## src/rtl/unified_mem_arbiter.sv

```systemverilog
// rtl/unified_mem_arbiter.sv - single-port memory arbiter shared by instruction fetch and data access
//
// Purpose: sequences one access at a time through a fixed-latency memory on
// behalf of the IF-stage fetch port and the MEM-stage load/store port, and
// returns a one-cycle acknowledge to whichever side owned the access.
//
// Optional feature: define ARB_RR_EN for round-robin arbitration between the
// two requesters; left undefined, data always wins over fetch.
//
// Ports:
//   CLK, RST            clock, synchronous active-high reset
//   if_req/if_addr      fetch request and address (held until if_ack)
//   if_rdata/if_ack     fetched word (valid in ack cycle, held) and ack pulse
//   d_req/d_we/d_addr   data request, store select, address (held until d_ack)
//   d_wdata             store data
//   d_rdata/d_ack       load data (valid in ack cycle, held) and ack pulse
//   mem_en/mem_we       one-cycle memory strobe and write enable
//   mem_addr/mem_wdata  memory address and write data (held until next grant)
//   mem_rdata           memory read data, valid MEM_LAT cycles after mem_en
//   stall_if/stall_mem  outstanding-request stalls for the hazard logic

module unified_mem_arbiter #(
  parameter int ADDR_W  = 13,
  parameter int DATA_W  = 32,
  parameter int MEM_LAT = 2
) (
  input  logic              CLK,
  input  logic              RST,
  input  logic              if_req,
  input  logic [ADDR_W-1:0] if_addr,
  output logic [DATA_W-1:0] if_rdata,
  output logic              if_ack,
  input  logic              d_req,
  input  logic              d_we,
  input  logic [ADDR_W-1:0] d_addr,
  input  logic [DATA_W-1:0] d_wdata,
  output logic [DATA_W-1:0] d_rdata,
  output logic              d_ack,
  output logic              mem_en,
  output logic              mem_we,
  output logic [ADDR_W-1:0] mem_addr,
  output logic [DATA_W-1:0] mem_wdata,
  input  logic [DATA_W-1:0] mem_rdata,
  output logic              stall_if,
  output logic              stall_mem
);

  typedef enum logic [1:0] {
    S_IDLE,
    S_ISSUE,
    S_WAIT,
    S_DONE
  } state_t;

  // Counter runs MEM_LAT-1 .. 0 across WAIT so that cnt==0 lands on the
  // cycle in which the memory presents read data.
  localparam logic [3:0] CNT_INIT = 4'(MEM_LAT - 1);

  state_t     state;
  state_t     state_nxt;
  logic       own;       // 0 = fetch owns the access, 1 = data
  logic [3:0] cnt;
  logic       grant;
  logic       pick_d;

`ifdef ARB_RR_EN
  logic       last_d;    // side served most recently: 0 = fetch, 1 = data
`endif

  always_ff @(posedge CLK) begin
    if (RST) begin
      state <= S_IDLE;
    end else begin
      state <= state_nxt;
    end
  end

  always_comb begin
    state_nxt = state;
    grant     = 1'b0;
`ifdef ARB_RR_EN
    // Contention goes to the side not served last; a lone request always wins.
    pick_d    = (d_req && if_req) ? ~last_d : d_req;
`else
    // Data belongs to the older instruction, so it always wins.
    pick_d    = d_req;
`endif
    case (state)
      S_IDLE: begin
        if (if_req || d_req) begin
          grant     = 1'b1;
          state_nxt = S_ISSUE;
        end
      end
      S_ISSUE: state_nxt = S_WAIT;
      S_WAIT: begin
        if (cnt == 4'd0) begin
          state_nxt = S_DONE;
        end
      end
      // Requests are deliberately not looked at here so a requester still
      // high in its ack cycle is not granted a second time.
      S_DONE:  state_nxt = S_IDLE;
      default: state_nxt = S_IDLE;
    endcase
  end

  always_ff @(posedge CLK) begin
    if (RST) begin
      own       <= 1'b0;
      cnt       <= 4'd0;
      mem_en    <= 1'b0;
      mem_we    <= 1'b0;
      mem_addr  <= '0;
      mem_wdata <= '0;
      if_rdata  <= '0;
      d_rdata   <= '0;
      if_ack    <= 1'b0;
      d_ack     <= 1'b0;
`ifdef ARB_RR_EN
      last_d    <= 1'b0;
`endif
    end else begin
      // mem_en is high only in ISSUE, i.e. the cycle after the grant.
      mem_en <= grant;
      if_ack <= 1'b0;
      d_ack  <= 1'b0;

      if (grant) begin
        own      <= pick_d;
        mem_we   <= pick_d & d_we;
        mem_addr <= pick_d ? d_addr : if_addr;
        if (pick_d) begin
          mem_wdata <= d_wdata;
        end
      end

      if (state == S_ISSUE) begin
        cnt <= CNT_INIT;
      end

      // Ack is registered on the WAIT->DONE edge so it is high during DONE,
      // together with the freshly captured read data.
      if (state == S_WAIT) begin
        if (cnt != 4'd0) begin
          cnt <= cnt - 4'd1;
        end else if (own) begin
          d_ack <= 1'b1;
          if (!mem_we) begin
            d_rdata <= mem_rdata;
          end
        end else begin
          if_ack   <= 1'b1;
          if_rdata <= mem_rdata;
        end
      end

`ifdef ARB_RR_EN
      if (state == S_DONE) begin
        last_d <= own;
      end
`endif
    end
  end

  assign stall_if  = if_req & ~if_ack;
  assign stall_mem = d_req & ~d_ack;

endmodule

```

## config.mk

```make
export PLATFORM = sky130hd
export DESIGN_NAME = unified_mem_arbiter
export DESIGN_NICKNAME = d
export VERILOG_FILES = /design/src/rtl/unified_mem_arbiter.sv
export SDC_FILE = /design/constraint.sdc
export NUM_CORES = 1
export LEC_CHECK = 0
export CAP_MARGIN = 25
export CORE_MARGIN = 2
export CORE_UTILIZATION = 35
export CTS_BUF_LIST = sky130_fd_sc_hd__clkbuf_8
export CTS_CLUSTER_DIAMETER = 100
export DETAILED_ROUTE_END_ITERATION = 8
export GPL_TIMING_DRIVEN = 0
export PLACE_DENSITY = 0.69
export SLEW_MARGIN = 10
export SYNTH_ARGS = -nofsm -noshare
export SYNTH_HDL_FRONTEND = slang
export SYNTH_SLANG_ARGS = --single-unit
```

## constraint.sdc

```tcl
create_clock -name CLK -period 3.4 [get_ports CLK]
set_input_delay 0.51 -clock CLK [delete_from_list [all_inputs] [get_ports CLK]]
set_output_delay 0.51 -clock CLK [all_outputs]
set_load 0.005 [all_outputs]
```

==> flow_summary.toml <==
[grt]
overflow = 0
grt.busiest_layer = "met2"
grt_pass1_wl_um = 25500
antenna_found_initial = 0
grt_util_met1_pct = 25.1
track_usage_pct = 22.1
met2_usage_pct = 37.5
grt_max_degree = 17
met3_usage_pct = 8.01
grt_pass1_vias = 5150

[route]
antenna_left = 0
routed_wl_um = 16200
via_count = 5077
viasPerCell = 5.21
wl_per_cell_um = 16.6
route.detailed.drc = 0
first_pass_iters = 5
drt_iter0_drc = 311

[floorplan]
die_area_um2 = 14900
top_level_ports = 210
start_util_pct = 35.4
die_w_um = 122
core-area_um2 = 13800
die_h_um = 122
rows = 43

[logic_synthesis]
seq_area_frac_synth_pct = 49.2
yosysTopAreaCellShare_pct = 49.2
ys_seq_elements = 120
synth_area_leaders = "dfxtp_1 49%, a21oi_1 10%, nand4b_1 5.9%"
synth-edff-count = 0
synth_cells = 557
synth_cell_types = 38
async_flop_share_pct = 0
dominantRegCellSynth = "dfxtp_1"
avgSynthCellArea_um2 = 8.76
synth_area_um2 = 4880
yosys_warnings = 0
yosysTopAreaCell = "dfxtp_1"
synthesis.nets = 657

[place]
dp_hpwl_um = 12400
routabilityCongestion = 0.831
portBuffers = 208

[critical_path]
critPathCaptureType = "output pin"
slowest_stage = "clkdlybuf4s50_1"
timing.rr.end = "d_rdata[10]$_SDFFE_PP0P_"
cp-start-kind = "input port"
crit_top_cell = "clkdlybuf4s50_1"
critical_path_class = "in2out"
r2r_slack_ns = 1.54
crit_family = "buffers and inverters"
cp_max_fo = 4
critPathRequiredTime_ns = 2.89
rr_worst_depth = 7
cpPeakStageDelay_ns = 0.53
timing.rr.start = "state[0]$_SDFFE_PP0P_"
cp_cell_sequence = "clkdlybuf4s50_1 > nor2b_1 > clkdlybuf4s50_1"
arrival_ns = 1.71
cp.buffers_inverters = 2

[cells_and_area]
fill_cells = 1279
areaGrowthSynthToFinish_pct = 55.3
drive_gt1_share_pct = 7.42
nets = 884
post-route-util_pct = 55.0
diodes = 0

[sta]
rsz0062_at_grt = "false"
worst_slew_pin_slew_ns = 0.555
max_freq_ghz = 0.449
finalMaxSlewViolations = 0
finalSetupViolations = 0
min_period_over_period_pct = 65.4
min_period_ns = 2.22
skew_ns = 0.00932
hold_viol = 0
relSlewSlack_pct = 63.0
tns_ns = 0

[clocking]
cts_setup_buffers = 0
clockBufferDepth = 2
clock_latency_ns = 0.44
cts_root_buffer = "clkbuf_8"
holdBufCountCts = 0
post_cts_resized = 0
htreeDepth = 4
cts_tree = "done"
clkSinkCount = 120
cts_made_buffers = 17
clkTransAtPathRegs_ns = 0.07

[pwr]
leakage_nw = 2.62
peakVddDrop_uv = 378
p_per_area_nw_per_um2 = 622

[min_path]
hold_path_end = "mem_wdata[28]$_SDFFE_PP0P_"
min_from = "mem_wdata[28]$_SDFFE_PP0P_"
hold_path_class = "reg2reg"
whs_path_depth = 2

[flow_run]
cap_violations = 0

[status]
run_status = "finished, final reports clean"
## worst max-delay path by stage
stage	from	end	slack (ns)	cells past startpoint
final	if_req	stall_if	1.18	3
after global routing	if_req	stall_if	1.12	3
after CTS	if_req	stall_if	1.18	3
after detailed placement	if_req	stall_if	1.20	3
after global placement	if_req	stall_if	1.18	3
after floorplan	d_req	stall_mem	1.80	3
## cell type report
cell class                      count  area [um^2]  area share (%)
Multi-Input combinational cell    371         2170            28.6
Clock inverter                     11          131            1.73
Tap cell                          180          225            2.97
Timing Repair Buffer              208         2080            27.5
Inverter                            5         18.8           0.248
Buffer                             61          290            3.83
Sequential cell                   120         2400            31.7
Clock buffer                       19          262            3.45
## tightest hold or removal path, stage by stage, from the launching register on
cell and delay (ns):
dfxtp_1 0.31, nand2_1 0.05, a21oi_1 0.05
## logic make-up (layout without fill, tap and decap cells)
| group | after synthesis | after routing | synth area share, % |
|---|---|---|---|
| fa+ha+maj | 5 | 5 | 1.28 |
| buf+inv | 66 | 304 | 6.33 |
| mux | 14 | 14 | 2.87 |
| flops | 120 | 120 | 49.2 |
| simple gates | 164 | 164 | 18.0 |
| compound gates | 188 | 188 | 22.3 |
## cells in the final DEF (no fill, tap or decap), types with 6 or more instances in the layout
| master | n |
|---|---|
| a211oi_1 | 14 |
| a21oi_1 | 99 |
| buf_2 | 19 |
| clkbuf_1 | 30 |
| clkbuf_8 | 20 |
| clkdlybuf4s50_1 | 208 |
| clkinv_2 | 6 |
| dfxtp_1 | 120 |
| inv_1 | 6 |
| mux2i_1 | 14 |
| nand2_1 | 66 |
| nand3_1 | 32 |
| nand4b_1 | 33 |
| nor2_1 | 17 |
| o21ai_0 | 25 |
| o21ai_1 | 10 |
| o31ai_1 | 32 |
## through the flow
step	std cells	hold WS [ns]	power (mW)	cell area, um^2	setup slack (ns)
floorplan	557	0.450	2.64	4880	1.80
global placement	945	0.442	3.40	7190	1.18
detailed placement	945	0.446	3.45	7190	1.20
CTS	975	0.456	4.75	7580	1.18
global route	975	0.469	5.00	7580	1.12
finish	975	0.456	4.71	7580	1.18
## Yosys cell counts, drive strengths merged, types with 2 or more instances
cell type / n
ha: 5
inv: 5
dfxtp: 120
nand2b: 2
nor2b: 2
mux2i: 14
nand2: 66
buf: 29
nand4b: 33
nor3b: 2
nand3: 32
clkbuf: 32
nor3: 4
a211oi: 15
a21oi: 100
nor2: 17
o31ai: 32
o21ai: 35
## registers in the layout, summed over array words and instances (netlist names)
signal,count
cnt,4
d_ack,1
d_rdata,32
if_ack,1
if_rdata,32
mem_addr,13
mem_en,1
mem_wdata,32
mem_we,1
own,1
state,2
## power by group
part / total [mW] / internal (mW) / switching (mW)
Combinational: 1.67 / 0.778 / 0.889
Clock: 1.29 / 0.744 / 0.546
Sequential: 1.76 / 1.63 / 0.128
Total: 4.71 / 3.15 / 1.56
## routing by layer
metal  share of wire [%]  wire, um
met1                  40      6560
met3                 9.0      1450
met5                   0         0
met4                 2.8       448
met2                  48      7770
(Power assumes the default switching activity.)
